==> config.mk <==
export PLATFORM = sky130hd
export DESIGN_NAME = reg_bank_param_flat
export DESIGN_NICKNAME = d
export VERILOG_FILES = /design/src/rtl/reg_bank_pkg.sv /design/src/rtl/reg_bank_if.sv /design/src/rtl/reg_bank_rd_port.sv /design/src/rtl/reg_bank_param.sv /design/src/flat_wrapper.sv
export SDC_FILE = /design/constraint.sdc
export NUM_CORES = 1
export LEC_CHECK = 0
export BUFFER_PORTS_ARGS = -buffer_cell sky130_fd_sc_hd__buf_2
export CAP_MARGIN = 10
export CORE_ASPECT_RATIO = 1.4
export CORE_MARGIN = 4
export CORE_UTILIZATION = 50
export DETAILED_ROUTE_END_ITERATION = 12
export PLACE_DENSITY = 0.66
export SLEW_MARGIN = 20
export SYNTH_ARGS = -nofsm -noshare
export SYNTH_HDL_FRONTEND = slang
export SYNTH_HIERARCHICAL = 1
export SYNTH_SLANG_ARGS = --single-unit
==> constraint.sdc <==
create_clock -name clk -period 1.6 [get_ports clk]
set_clock_uncertainty 0.05 [all_clocks]
set_input_delay 0.08 -clock clk [delete_from_list [all_inputs] [get_ports clk]]
set_output_delay 0.08 -clock clk [all_outputs]
set_load 0.005 [all_outputs]
==> src/rtl/reg_bank_pkg.sv <==
// Shared constants and helpers for the parametrised register bank.
// REG_BANK_PC_OFFSET_EN makes PC reads return pc_in + PC_READ_OFFSET.
package reg_bank_pkg;
   localparam int DEF_DATA_W     = 32;
   localparam int DEF_ADDR_W     = 4;
   localparam int DEF_PC_IDX     = 15;
   localparam int PC_READ_OFFSET = 8;

   // Low bit of port idx inside a flat ra/rd_data bus of field width w.
   function automatic int slice_lo(input int idx, input int w);
      return idx * w;
   endfunction
endpackage

==> src/rtl/reg_bank_if.sv <==
// Decoder/writeback-side bus of the register bank: write, read, reserve and scoreboard signals.
interface reg_bank_if
   import reg_bank_pkg::*;
#(
   parameter int DATA_W = DEF_DATA_W,
   parameter int ADDR_W = DEF_ADDR_W,
   parameter int NUM_RD = 2
);
   localparam int NREG = 2**ADDR_W;

   logic                       we;
   logic [ADDR_W-1:0]          wa;
   logic [DATA_W-1:0]          wd;
   logic [DATA_W-1:0]          pc_in;
   logic [NUM_RD-1:0]          rd_en;
   logic [NUM_RD*ADDR_W-1:0]   ra;
   logic [NUM_RD*DATA_W-1:0]   rd_data;
   logic [NUM_RD-1:0]          rd_valid;
   logic                       rsv_en;
   logic [ADDR_W-1:0]          rsv_addr;
   logic [NREG-1:0]            busy;
   logic [NUM_RD-1:0]          hazard;

   modport master (
      output we, wa, wd, pc_in, rd_en, ra, rsv_en, rsv_addr,
      input  rd_data, rd_valid, busy, hazard
   );
   modport slave (
      input  we, wa, wd, pc_in, rd_en, ra, rsv_en, rsv_addr,
      output rd_data, rd_valid, busy, hazard
   );
endinterface

==> src/rtl/reg_bank_rd_port.sv <==
// One registered read port: PC select, write-through bypass, storage mux and hazard term.
// REG_BANK_PC_OFFSET_EN adds PC_READ_OFFSET to the PC read view.
module reg_bank_rd_port
   import reg_bank_pkg::*;
#(
   parameter int DATA_W = DEF_DATA_W,
   parameter int ADDR_W = DEF_ADDR_W,
   parameter int PC_IDX = DEF_PC_IDX,
   parameter int NREG   = 2**ADDR_W
) (
   input  logic                       clk,
   input  logic                       rst_n,
   input  logic                       rd_en,
   input  logic [ADDR_W-1:0]          ra,
   input  logic                       we,
   input  logic [ADDR_W-1:0]          wa,
   input  logic [DATA_W-1:0]          wd,
   input  logic [DATA_W-1:0]          pc_in,
   input  logic [NREG-1:0][DATA_W-1:0] regs,
   input  logic [NREG-1:0]            busy,
   output logic [DATA_W-1:0]          rd_data,
   output logic                       rd_valid,
   output logic                       hazard
);
   localparam logic [ADDR_W-1:0] PC_A = ADDR_W'(PC_IDX);

   logic [DATA_W-1:0] pc_view;
   logic [DATA_W-1:0] sel;
   logic              hit_pc;
   logic              hit_wr;

`ifdef REG_BANK_PC_OFFSET_EN
   assign pc_view = pc_in + DATA_W'(PC_READ_OFFSET);
`else
   assign pc_view = pc_in;
`endif

   assign hit_pc = (ra == PC_A);
   assign hit_wr = we && (wa == ra);

   // PC beats the bypass so a (discarded) write to PC never leaks into a read.
   always_comb begin
      sel = regs[ra];
      if (hit_pc)
         sel = pc_view;
      else if (hit_wr)
         sel = wd;
   end

   assign hazard = rd_en & busy[ra] & ~hit_wr & ~hit_pc;

   always_ff @(posedge clk or negedge rst_n) begin
      if (!rst_n) begin
         rd_data  <= '0;
         rd_valid <= 1'b0;
      end else begin
         rd_valid <= rd_en;
         if (rd_en)
            rd_data <= sel;
      end
   end
endmodule

==> src/rtl/reg_bank_param.sv <==
// Parametrised register bank: storage, write/PC reload, pending-write scoreboard, NUM_RD read ports.
// REG_BANK_PC_OFFSET_EN (see reg_bank_rd_port) selects the ARM-style PC+8 read view.
module reg_bank_param
   import reg_bank_pkg::*;
#(
   parameter int DATA_W = DEF_DATA_W,
   parameter int ADDR_W = DEF_ADDR_W,
   parameter int NUM_RD = 2,
   parameter int PC_IDX = DEF_PC_IDX
) (
   input  logic       clk,
   input  logic       rst_n,
   reg_bank_if.slave  bus
);
   localparam int                NREG = 2**ADDR_W;
   localparam logic [ADDR_W-1:0] PC_A = ADDR_W'(PC_IDX);

   logic [NREG-1:0][DATA_W-1:0]   regs;
   logic [NREG-1:0]               busy;
   logic [NREG-1:0]               busy_nxt;
   logic [NUM_RD-1:0][DATA_W-1:0] rd_data_a;
   logic                          wr_ok;

   assign wr_ok = bus.we && (bus.wa != PC_A);

   always_ff @(posedge clk or negedge rst_n) begin
      if (!rst_n) begin
         regs <= '0;
      end else begin
         if (wr_ok)
            regs[bus.wa] <= bus.wd;
         regs[PC_IDX] <= bus.pc_in;
      end
   end

   // Reservation applied after the write clear, so a same-address pair stays busy.
   always_comb begin
      busy_nxt = busy;
      if (wr_ok)
         busy_nxt[bus.wa] = 1'b0;
      if (bus.rsv_en && (bus.rsv_addr != PC_A))
         busy_nxt[bus.rsv_addr] = 1'b1;
   end

   always_ff @(posedge clk or negedge rst_n) begin
      if (!rst_n)
         busy <= '0;
      else
         busy <= busy_nxt;
   end

   assign bus.busy    = busy;
   assign bus.rd_data = rd_data_a;

   for (genvar i = 0; i < NUM_RD; i++) begin : g_rd
      reg_bank_rd_port #(
         .DATA_W (DATA_W),
         .ADDR_W (ADDR_W),
         .PC_IDX (PC_IDX),
         .NREG   (NREG)
      ) u_port (
         .clk      (clk),
         .rst_n    (rst_n),
         .rd_en    (bus.rd_en[i]),
         .ra       (bus.ra[slice_lo(i, ADDR_W) +: ADDR_W]),
         .we       (bus.we),
         .wa       (bus.wa),
         .wd       (bus.wd),
         .pc_in    (bus.pc_in),
         .regs     (regs),
         .busy     (busy),
         .rd_data  (rd_data_a[i]),
         .rd_valid (bus.rd_valid[i]),
         .hazard   (bus.hazard[i])
      );
   end
endmodule

==> src/flat_wrapper.sv <==
// flat-port wrapper written by rule: the top's interface ports become plain ports
module reg_bank_param_flat import reg_bank_pkg::*;
#(
   parameter int DATA_W = DEF_DATA_W,
   parameter int ADDR_W = DEF_ADDR_W,
   parameter int NUM_RD = 2,
   parameter int PC_IDX = DEF_PC_IDX
)
  (clk, rst_n, bus_we, bus_wa, bus_wd, bus_pc_in, bus_rd_en, bus_ra, bus_rsv_en, bus_rsv_addr, bus_rd_data, bus_rd_valid, bus_busy, bus_hazard);
  reg_bank_if #(.DATA_W(DATA_W), .ADDR_W(ADDR_W), .NUM_RD(NUM_RD)) bus_i ();
  input  logic clk;
  input  logic rst_n;
  input wire logic [$bits(bus_i.we)-1:0] bus_we;
  input wire logic [$bits(bus_i.wa)-1:0] bus_wa;
  input wire logic [$bits(bus_i.wd)-1:0] bus_wd;
  input wire logic [$bits(bus_i.pc_in)-1:0] bus_pc_in;
  input wire logic [$bits(bus_i.rd_en)-1:0] bus_rd_en;
  input wire logic [$bits(bus_i.ra)-1:0] bus_ra;
  input wire logic [$bits(bus_i.rsv_en)-1:0] bus_rsv_en;
  input wire logic [$bits(bus_i.rsv_addr)-1:0] bus_rsv_addr;
  output wire logic [$bits(bus_i.rd_data)-1:0] bus_rd_data;
  output wire logic [$bits(bus_i.rd_valid)-1:0] bus_rd_valid;
  output wire logic [$bits(bus_i.busy)-1:0] bus_busy;
  output wire logic [$bits(bus_i.hazard)-1:0] bus_hazard;
  assign bus_i.we = bus_we;
  assign bus_i.wa = bus_wa;
  assign bus_i.wd = bus_wd;
  assign bus_i.pc_in = bus_pc_in;
  assign bus_i.rd_en = bus_rd_en;
  assign bus_i.ra = bus_ra;
  assign bus_i.rsv_en = bus_rsv_en;
  assign bus_i.rsv_addr = bus_rsv_addr;
  assign bus_rd_data = bus_i.rd_data;
  assign bus_rd_valid = bus_i.rd_valid;
  assign bus_busy = bus_i.busy;
  assign bus_hazard = bus_i.hazard;
  reg_bank_param #(.DATA_W(DATA_W), .ADDR_W(ADDR_W), .NUM_RD(NUM_RD), .PC_IDX(PC_IDX)) u_core (.clk(clk), .rst_n(rst_n), .bus(bus_i));
endmodule
==> results of run 1 <==
-- cells in the final DEF (no fill, tap or decap), drive strengths merged, types with 2 or more instances in the layout --
cell type / instances
dfrtp: 594
mux2: 520
buf: 427
mux4: 264
clkbuf: 91
mux2i: 82
dlygate4sd3: 81
o21ai: 54
nand2b: 46
inv: 45
o31ai: 41
a41oi: 40
nand4: 26
a22o: 24
a221oi: 24
a22oi: 24
o211ai: 24
nor2: 13
clkinv: 11
nor2b: 7
bufinv: 6
xor2: 6
nand2: 6
and2: 6
nand3b: 4
a211oi: 4
nor3: 4
clkinvlp: 3
nand3: 3
a32o: 3
a21o: 2
nor3b: 2
xnor2: 2
a21bo: 2
-- through the flow --
stage	cell area [µm²]	TNS [ns]
2_1_floorplan	31500	0
4_1_cts	38400	-1.39
5_1_grt	38500	-2.06
6_report	38500	-1.29
3_5_place_dp	35300	-16.26
3_3_place_gp	35300	-12.97
-- routing by layer --
metal | vias up | GRT usage
met5 | - | 0
met4 | 2 | 0.118
met3 | 278 | 0.0570
met2 | 1085 | 0.467
met1 | 11757 | 0.407
li1 | 8862 | -
-- flip-flops by register name, indices dropped and copies added (netlist names) --
signal / flops
u_core/regs: 512
u_core/g_rd.u_port/rd_valid: 2
u_core/g_rd.u_port/rd_data: 64
u_core/bus.busy: 16
-- final cells by class --
class                   count  area [µm²]  area share
diodes                      1        2.50   0.0000650
clock buffers              91        1790      0.0465
clock inverters            20         280     0.00728
inverters                  45         169     0.00439
multi-input cells        1236       15700       0.406
flip-flops and latches    594       14900       0.386
well taps                 825        1030      0.0268
repair buffers            508        4720       0.123
-- power groups by stage --
stage          Sequential (mW)  Combinational (mW)  Clock, mW
5_1_grt                   21.3                12.4       15.6
6_report                  21.0                11.6       14.8
3_3_place_gp              20.8                10.8          0
2_1_floorplan             20.2                7.78          0
3_5_place_dp              21.1                11.1          0
4_1_cts                   20.9                11.5       15.0
-- path summary, 6_finish.rpt --
| kind | startpoint | endpoint | depth (start not counted) |
|---|---|---|---|
| hold / removal | bus_wa[1] | u_core/bus.busy[7]$_DFF_PN0_ | 5 |
| setup reg to reg | u_core/regs[237]$_DFFE_PN0P_ | u_core/g_rd[0].u_port/rd_data[13]$_DFFE_PN0P_ | 4 |
| min in group asynchronous | rst_n | u_core/regs[330]$_DFFE_PN0P_ | 3 |
| hold reg to reg | u_core/bus.busy[15]$_DFF_PN0_ | u_core/bus.busy[15]$_DFF_PN0_ | 0 |
| max in group asynchronous | rst_n | u_core/regs[278]$_DFFE_PN0P_ | 3 |
| setup / recovery | u_core/bus.busy[5]$_DFF_PN0_ | bus_hazard[0] | 5 |
-- cell families after synthesis --
family | synth area share
mux | 0.404
flops | 0.472
buf+inv | 0.0411
compound gates | 0.0578
simple gates | 0.0228
xor+xnor | 0.00222
-- worst max-delay path, cell delays in order (launching register included) --
cell and delay [ns]:
dfrtp_1 0.40, mux4_2 0.48, nor2b_4 0.15, a211oi_4 0.18, a211oi_2 0.10, buf_2 0.15
-- repair_timing --
item | CTS | global route
endpoints found under the setup margin | 19 | 30
buffers inserted | 4 | 2
resized for setup | 19 | 20
hold buffers | 82 | 3
pin swaps | 11 | 21
endpoints found under the hold margin | 1187 | 6
==> summary.md, run 1 <==
| Metric | Value |
|---|---|
| Hold Vio Cnt, Final | `0` |
| Worst EP arrival | `2.09 ns` |
| IO Pins | `170` |
| RSZ-0062 raised after global routing | `true` |
| Met2 Wirelength | `47.3 mm` |
| Sink Count | `594` |
| Post-synth cell types | `42` |
| Worst hold slack | `0.0317 ns` |
| CTS Buf Count | `60` |
| Slew Viols, Final | `0` |
| Crit path time final | `2.22 ns` |
| Largest net degree at the start of global routing | `95` |
| Dpl ws | `-0.279 ns` |
| Sw power | `13.2 mW` |
| Routed met3 length | `7.93 mm` |
| Avg Synthesized Cell Area | `15.1 µm²` |
| Post-layout util | `0.620` |
| Critical path type | `flip-flop to output port` |
| Worst-path fanout max | `3` |
| Layout area overhead | `22.3%` |
| Die ar. | `67,100 µm²` |
| Detail Route Antenna Nets | `0` |
| WL per Instance | `29.8 µm` |
| Post-synthesis cell area | `31,500 µm²` |
| Most common library cells after synthesis | `594 x dfrtp_1, 491 x mux2_2, 264 x mux4_2` |
| Gpl congestion | `0.864` |
| Residual DRC | `0` |
| Setup ws final | `-0.618 ns` |
| Die Ht | `305 µm` |
| Drt pass-1 iters | `5` |
| Hold Path Class | `input pin to flip-flop` |
| Synth top area share | `0.472` |
| Via/cell ratio | `6.62` |
| Core ar. | `62,200 µm²` |
| Total power draw | `47.4 mW` |
| Worst vdd ir | `0.00141 V` |
| Combinational share of power | `0.245` |
| Cell with the most instances after synthesis | `dfrtp_1` |
| Root Buffer | `clkbuf_16` |
| Leakage | `16.5 nW` |
| I/O Buffers | `169` |
| Largest cells by area after synthesis | `dfrtp_1 47%, mux4_2 19%, mux2_2 18%, mux2i_1 2.6%, mux2_4 1.4%` |
| Sequential element share of the synthesized area | `0.472` |
| Starting Density | `0.507` |
| Period utilization | `1.39` |
| Maxcap violations | `0` |
| Syn Nets | `2,177` |
| Post-route insts no fill | `3,320` |
| FF-to-FF setup slack | `-0.03 ns` |
| Internal | `34.2 mW` |
| Chip width | `220 µm` |
| Final setup viols | `8` |
| PD cells | `1230 nW/µm²` |
| Fillcell total | `4,711` |
| Initial antenna violation count | `3` |
| Yosys warns | `6` |
| First-pass GRT wire length | `150 mm` |
| Iter 0 DRT Violations | `1,998` |
| Grt total ovfl | `0` |
| Hpwl dp | `64.1 mm` |
| Number of synthesized flops with an enable pin | `0` |
| Vias | `21,984` |
| Clock Latency Late Sink | `0.64 ns` |
| Number of synthesized register bits | `594` |
| Met1 Wirelength | `39.3 mm` |
| Nets | `2,531` |
| Status | `finished with violations` |
| Total GRT Usage | `0.296` |
| Synth area leader | `dfrtp_1` |
| Top FF cell, synth | `dfrtp_1` |
| Cells after synthesis | `2,091` |
| Fraction of layout instances using a drive strength above 1 | `0.547` |
| Startpoint Class | `flip-flop` |
| Vias in the first global route | `23,728` |
| F_max | `451 MHz` |
| Final wirelength | `98.9 mm` |
| Max layer used | `met5` |
| Asr flop ratio synth | `1.00` |
| Critical path endpoint category | `output port` |
| CTS tree | `done` |
| Slew Limit Headroom | `0.623` |
| Worst Max-Slew Pin Slew | `0.566 ns` |
| Inst Count DP | `3,120` |
| Failing checks | `negative setup slack` |
| Clock share of power | `0.312` |
| Crit path required time | `1.47 ns` |
| Switching portion of total power | `0.278` |
| Standard-cell row count | `108` |
| CTS H-tree depth | `2` |
| Clock-pin slew on the worst setup and hold paths | `0.06 ns` |
| Clk buf depth | `3` |
| Seq pwr share | `0.443` |
(Power assumes the default switching activity.)
==> run 2: changes to the inputs <==
--- a/config.mk
+++ b/config.mk
@@ -10,6 +10,7 @@
 export CORE_ASPECT_RATIO = 1.4
 export CORE_MARGIN = 4
 export CORE_UTILIZATION = 50
+export CTS_BUF_LIST = sky130_fd_sc_hd__clkbuf_4
 export DETAILED_ROUTE_END_ITERATION = 12
 export PLACE_DENSITY = 0.66
 export SLEW_MARGIN = 20
==> run 2 against run 1 <==
The run still ends with negative setup slack left. Clock-buffer cell count grew 121. Clock power shrank 14%. Die area is the same. Critical endpoint unchanged. Largest cell class unchanged.
==> summary.md, run 2 (synthesis results as in run 1) <==
| Metric | Value |
|---|---|
| Status | `finished with violations` |
| Failing checks | `negative setup slack` |
| CP cell instances | `mux4_2 > nor2b_4 > a211oi_2 > a211oi_2 > buf_2` |
| Clk buf depth | `3 (unchanged)` |
| Die Ht | `305 µm (unchanged)` |
| CTS H-tree depth | `4 (+2)` |
| Gpl congestion | `0.864 (unchanged)` |
| CTS Buf Count | `151 (+150%)` |
| Leakage | `17.3 nW (+5.2%)` |
| Worst vdd ir | `0.000623 V (-56%)` |
| Residual DRC | `0 (unchanged)` |
| Most flops, register | `u_core/regs` |
| Inst Count DP | `3,120 (unchanged)` |
| Setup TNS | `-19.12 ns (-17.83 ns)` |
| Regs by FF count | `u_core/regs (512), u_core/g_rd.u_port/rd_data (64), u_core/bus.busy (16)` |
| Standard-cell row count | `108 (unchanged)` |
| Hold Vio Cnt, Final | `0 (unchanged)` |
| Area of placed instances | `35,300 µm² (unchanged)` |
| Max incr delay on CP | `0.48 ns (about the same)` |
| Die ar. | `67,100 µm² (unchanged)` |
| Crit path required time | `1.47 ns (about the same)` |
| Crit path time final | `2.60 ns (+0.379 ns)` |
| Hpwl dp | `64.1 mm (unchanged)` |
| WL per Instance | `28.7 µm (-3.7%)` |
| Worst Max-Slew Pin Slew | `0.701 ns (+0.135 ns)` |
| Largest net degree at the start of global routing | `95 (unchanged)` |
| Grt total ovfl | `0 (unchanged)` |
| Multi-input logic area | `15,700 µm² (about the same)` |
| Hold Path Class | `input pin to flip-flop` |
| Worst-path fanout max | `3 (unchanged)` |
| Slowest CP cell | `mux4_2` |
| Setup ws final | `-0.997 ns (-0.379 ns)` |
| Layout area overhead | `26.8%` |
| Via/cell ratio | `6.45 (-2.6%)` |
| Period utilization | `1.62 (+0.237)` |
| Initial antenna violation count | `5 (+2)` |
| Worst hold slack | `0.00502 ns (-0.0267 ns)` |
| Sink Count | `594 (unchanged)` |
| First-pass GRT wire length | `158 mm (+5.4%)` |
| Bufs and invs on worst path | `1 (unchanged)` |
| PD cells | `1150 nW/µm² (-6.2%)` |
| Startpoint Class | `flip-flop` |
| Commonest non-fill, non-tap cells in the layout | `594 x dfrtp_1, 489 x mux2_2, 264 x mux4_2` |
| Clock-pin slew on the worst setup and hold paths | `0.07 ns (about the same)` |
| RSZ-0062 raised after global routing | `true` |
| Largest register FFs | `512 (unchanged)` |
| Fillcell total | `4,655 (-1.2%)` |
| Detail Route Antenna Nets | `0 (unchanged)` |
| Critical path type | `flip-flop to output port` |
| Chip width | `220 µm (unchanged)` |
| Drt pass-1 iters | `8 (+3)` |
| Clock Latency Late Sink | `1.01 ns (+0.37 ns)` |
| Crit-path most repeated cell | `a211oi_2` |
| Core ar. | `62,200 µm² (unchanged)` |
| Post-route insts no fill | `3,632 (+9.4%)` |
| Final setup viols | `122 (+114)` |
| Iter 0 DRT Violations | `2,134 (+6.8%)` |
| Critical path endpoint category | `output port` |
| Starting Density | `0.507 (unchanged)` |
| Post-layout util | `0.643 (+0.0230)` |
| IO Pins | `170 (unchanged)` |
| Total GRT Usage | `0.315 (+0.0186)` |
| Slew Limit Headroom | `0.531 (-0.0915)` |
| Final wirelength | `104 mm (+5.4%)` |
| Fraction of layout instances using a drive strength above 1 | `0.549 (+0.00129)` |
| Worst EP arrival | `2.47 ns (+0.38 ns)` |
| Maxcap violations | `0 (unchanged)` |
| Vias in the first global route | `25,453 (+7.3%)` |
| Delay-heaviest family, CP | `multiplexers` |
| Slew Viols, Final | `0 (unchanged)` |
| Total power draw | `46.1 mW (-2.8%)` |
| I/O Buffers | `169 (unchanged)` |
| F_max | `385 MHz (-15%)` |
| Dpl ws | `-0.279 ns (unchanged)` |
| Seq. cell area | `14,900 µm² (unchanged)` |
| Post-route cell area | `39,900 µm² (+3.7%)` |
| Vias | `23,435 (+6.6%)` |
| Most common cell after layout, fill and taps aside | `dfrtp_1` |
| CTS tree | `done` |
| Root Buffer | `clkbuf_4` |
| Nets | `2,784 (+10%)` |
run 2: changes by cell type in the layout (fill, tap and decap cells not counted), sizes merged:
cell	before	now
clkbuf	91	215
inv	45	51
dlymetal6s4s	0	9
dlygate4sd3	81	201
buf	427	457
clkinv	11	30
diode	1	9
bufinv	6	2
run 2: final timing paths:
check / from / end / slack, ns / cells after the start
max reg2reg: u_core/regs[46]$_DFFE_PN0P_ / u_core/g_rd[0].u_port/rd_data[14]$_DFFE_PN0P_ / -0.07 / 4
min in group asynchronous: rst_n / u_core/regs[175]$_DFFE_PN0P_ / 0.64 / 5
min: bus_wa[1] / u_core/g_rd[1].u_port/rd_data[0]$_DFFE_PN0P_ / 0.005 / 7
max: u_core/bus.busy[5]$_DFF_PN0_ / bus_hazard[0] / -1.0 / 5
max in group asynchronous: rst_n / u_core/regs[378]$_DFFE_PN0P_ / 0.07 / 6
min reg2reg: u_core/bus.busy[15]$_DFF_PN0_ / u_core/bus.busy[15]$_DFF_PN0_ / 0.39 / 0
run 2: worst reg2reg max path, stage by stage (launching register included):
cell and delay, ns:
dfrtp_1 0.42, mux4_2 0.47, a22o_1 0.24, a221oi_2 0.24, o211ai_1 0.12
run 2: area by class of cell:
cell class	instances	area share
flip-flops and latches	594	0.372
repair buffers	670	0.160
well taps	825	0.0258
inverters	45	0.00423
clock inverters	41	0.00583
clock buffers	212	0.0398
diodes	9	0.000564
multi-input cells	1236	0.392
run 2: metal layers:
metal	global-route usage	vias up	wire length [µm]
li1	-	9457	-
met1	0.422	12326	40700
met2	0.485	1321	49400
met3	0.0816	329	9370
met4	0.142	2	4760
met5	0	-	13
run 2: timing repair:
item,CTS,global route
hold buffers,217,17
pin swaps,8,23
hold endpoints to repair,1187,442
endpoints found under the setup margin,101,367
resized for setup,32,51
setup buffers,20,22
run 2: power by group:
part / leakage, nW / switching (mW) / internal [mW]
clock: 1.10 / 6.41 / 6.42
combinational: 8.94 / 4.65 / 7.63
sequential: 7.29 / 2.59 / 18.4
==> run 3: changes to the inputs <==
--- a/config.mk
+++ b/config.mk
@@ -5,15 +5,15 @@
 export SDC_FILE = /design/constraint.sdc
 export NUM_CORES = 1
 export LEC_CHECK = 0
-export BUFFER_PORTS_ARGS = -buffer_cell sky130_fd_sc_hd__buf_2
 export CAP_MARGIN = 10
 export CORE_ASPECT_RATIO = 1.4
 export CORE_MARGIN = 4
 export CORE_UTILIZATION = 50
 export CTS_BUF_LIST = sky130_fd_sc_hd__clkbuf_4
 export DETAILED_ROUTE_END_ITERATION = 12
-export PLACE_DENSITY = 0.66
-export SLEW_MARGIN = 20
+export DONT_BUFFER_PORTS = 1
+export PLACE_DENSITY = 0.64
+export SLEW_MARGIN = 30
 export SYNTH_ARGS = -nofsm -noshare
 export SYNTH_HDL_FRONTEND = slang
 export SYNTH_HIERARCHICAL = 1
==> constraint.sdc (replaced) <==
create_clock -name clk -period 2.3 [get_ports clk]
set_clock_uncertainty 0.05 [all_clocks]
set_input_delay 0.115 -clock clk [delete_from_list [all_inputs] [get_ports clk]]
set_output_delay 0.115 -clock clk [all_outputs]
set_load 0.005 [all_outputs]
==> run 3 against run 2 <==
The flow finishes with violations (negative hold slack, negative setup slack). Cell area is 5.4% lower. Die area stayed put. Critical path type unchanged. First-iteration DRC count is 16% lower. Worst setup slack better by 0.69 ns. Via count is 5.9% lower. Critical endpoint unchanged. Non-clock buffer count is 300 lower.
==> summary.md, run 3 (synthesis results as in run 1) <==
| Metric | Value |
|---|---|
| Via/cell ratio | `6.62 (+2.6%)` |
| Sink Count | `594 (unchanged)` |
| Maxcap violations | `0 (unchanged)` |
| Commonest non-fill, non-tap cells in the layout | `593 x dfrtp_1, 491 x mux2_2, 287 x dlygate4sd3_1` |
| Iter 0 DRT Violations | `1,790 (-16%)` |
| Critical path type | `flip-flop to output port` |
| Failing checks | `negative hold slack, negative setup slack` |
| Chip width | `220 µm (unchanged)` |
| Clock Latency Late Sink | `1.06 ns (+0.05 ns)` |
| Hpwl dp | `50.6 mm (-21%)` |
| F_max | `383 MHz` |
| WL per Instance | `31.3 µm (+8.9%)` |
| CTS H-tree depth | `4 (unchanged)` |
| Gpl congestion | `0.825 (-4.4%)` |
| Met1 Wirelength | `38.9 mm (-4.4%)` |
| Crit-path most repeated cell | `a211oi_2` |
| Critical path endpoint category | `output port` |
| Crit path required time | `2.13 ns (+0.66 ns)` |
| IO Pins | `170 (unchanged)` |
| Worst-path fanout max | `4 (+1)` |
| Status | `finished with violations` |
| Detail Route Antenna Nets | `0 (unchanged)` |
| Worst vdd ir | `0.000457 V (-27%)` |
| Die Ht | `305 µm (unchanged)` |
| Root Buffer | `clkbuf_4` |
| Leakage | `15.8 nW (-9.0%)` |
| CTS Buf Count | `151 (unchanged)` |
| Startpoint Class | `flip-flop` |
| Crit path time final | `2.61 ns` |
| Slew Limit Headroom | `0.352 (-0.179)` |
| Setup TNS | `-0.553 ns (+18.57 ns)` |
| Drt pass-1 iters | `6 (-2)` |
| Fraction of layout instances using a drive strength above 1 | `0.450 (-0.0988)` |
| First-pass GRT wire length | `152 mm (-3.7%)` |
| I/O Buffers | `0 (-100%)` |
| Slowest CP cell | `mux4_2` |
| CP cell instances | `mux4_2 > a211oi_2 > a211oi_2 > buf_4` |
| Layout area overhead | `20.0%` |
| Worst Max-Slew Pin Slew | `0.968 ns (+0.267 ns)` |
| Largest register FFs | `512 (unchanged)` |
| PD cells | `854 nW/µm² (-26%)` |
| Regs by FF count | `u_core/regs (512), u_core/g_rd.u_port/rd_data (64), u_core/bus.busy (16)` |
| Core ar. | `62,200 µm² (unchanged)` |
| Vias in the first global route | `23,854 (-6.3%)` |
| Final setup viols | `4 (-97%)` |
| Setup ws final | `-0.308 ns (+0.689 ns)` |
| Fillcell total | `4,792 (+2.9%)` |
| Vias | `22,043 (-5.9%)` |
| RSZ-0062 raised after global routing | `true` |
| Routed met3 length | `9.09 mm (-3.0%)` |
| Largest net degree at the start of global routing | `595 (+530%)` |
| Nets | `2,484 (-11%)` |
| Total power draw | `32.3 mW (-30%)` |
| Period utilization | `1.13` |
| Clk buf depth | `3 (unchanged)` |
| Max incr delay on CP | `0.52 ns (+0.04 ns)` |
| CTS tree | `done` |
| Post-layout util | `0.608 (-0.0346)` |
| Standard-cell row count | `108 (unchanged)` |
| Slew Viols, Final | `0 (unchanged)` |
| Worst hold slack | `-0.235 ns (-0.240 ns)` |
| Worst EP arrival | `2.44 ns (-0.03 ns)` |
| Hold Vio Cnt, Final | `128 (+128)` |
| Max layer used | `met5` |
| Most common cell after layout, fill and taps aside | `dfrtp_1` |
| Final wirelength | `104 mm (about the same)` |
| Hold Path Class | `input pin to asynchronous set/reset pin` |
| Initial antenna violation count | `7 (+2)` |
| Clock-pin slew on the worst setup and hold paths | `0.07 ns (about the same)` |
| Starting Density | `0.507 (unchanged)` |
| Residual DRC | `0 (unchanged)` |
| Most flops, register | `u_core/regs` |
| Grt total ovfl | `0 (unchanged)` |
| Total GRT Usage | `0.309 (-0.00557)` |
| Met2 Wirelength | `51.7 mm (+4.8%)` |
| Die ar. | `67,100 µm² (unchanged)` |
| Inst Count DP | `2,751 (-12%)` |
| Post-route insts no fill | `3,331 (-8.3%)` |
==> run 3: changes by cell type in the layout (fill, tap and decap cells not counted), sizes merged <==
cell and delta:
diode -2, buf -377, dlymetal6s4s -8, dlygate4sd3 +86
clkinv +1, clkbuf -2, bufinv +6, clkinvlp -2
inv -3
==> run 3: metrics by stage <==
| stage | cell area [µm²] | setup slack (ns) |
|---|---|---|
| 6_report | 37800 | -0.308 |
| 5_1_grt | 37800 | -0.407 |
| 4_1_cts | 37300 | -0.361 |
| 3_5_place_dp | 32100 | 0.557 |
| 3_3_place_gp | 32100 | 0.571 |
| 2_1_floorplan | 31500 | 0.666 |
==> run 3: final cells by class <==
cell class | instances | area [µm²] | area share
multi-input combinational | 1236 | 15500 | 0.409
sequential | 594 | 14900 | 0.393
timing repair buffer | 370 | 4270 | 0.113
clock buffer | 211 | 1580 | 0.0419
tap | 825 | 1030 | 0.0273
clock inverter | 43 | 380 | 0.0101
inverter | 45 | 169 | 0.00447
antenna | 7 | 17.5 | 0.000464
==> run 3: timing repair <==
item	CTS	global route
pin swaps	4	0
gates resized for setup	7	6
gates cloned	0	2
buffers inserted	0	0
setup endpoints to repair	2	53
hold buffers	302	13
hold endpoints to repair	1187	317
==> run 3: path summary, 6_finish.rpt <==
| path | from | end | slack (ns) | cells past startpoint |
|---|---|---|---|---|
| max | u_core/bus.busy[7]$_DFF_PN0_ | bus_hazard[0] | -0.31 | 4 |
| min | rst_n | u_core/regs[482]$_DFF_PN0_ | -0.24 | 9 |
| max reg2reg | u_core/regs[231]$_DFFE_PN0P_ | u_core/g_rd[0].u_port/rd_data[7]$_DFFE_PN0P_ | 0.07 | 5 |
| min reg2reg | u_core/bus.busy[15]$_DFF_PN0_ | u_core/bus.busy[15]$_DFF_PN0_ | 0.41 | 0 |
| max in group asynchronous | rst_n | u_core/regs[302]$_DFFE_PN0P_ | 0.45 | 11 |
| min in group clk | bus_ra[6] | u_core/g_rd[1].u_port/rd_data[17]$_DFFE_PN0P_ | 0.05 | 5 |
==> run 3: critical path: cells and delay by family, from the launching register on <==
kind / cells / cell delay [ns]
AO/OA/AOI/OAI: 2 / 0.33
buffers and inverters: 1 / 0.14
flip-flops: 1 / 0.43
multiplexers: 1 / 0.52
==> run 3: where the power goes <==
| group | total, mW | switching [mW] | internal (mW) |
|---|---|---|---|
| sequential | 14.6 | 1.83 | 12.8 |
| combinational | 8.11 | 2.86 | 5.25 |
| clock | 9.57 | 4.46 | 5.10 |
| total | 32.3 | 9.15 | 23.1 |
==> run 3: layer usage <==
metal | vias to the layer above | track usage
met5 | - | 0
met4 | 4 | 0.130
met3 | 277 | 0.0882
met2 | 1129 | 0.503
met1 | 11778 | 0.388
li1 | 8855 | -
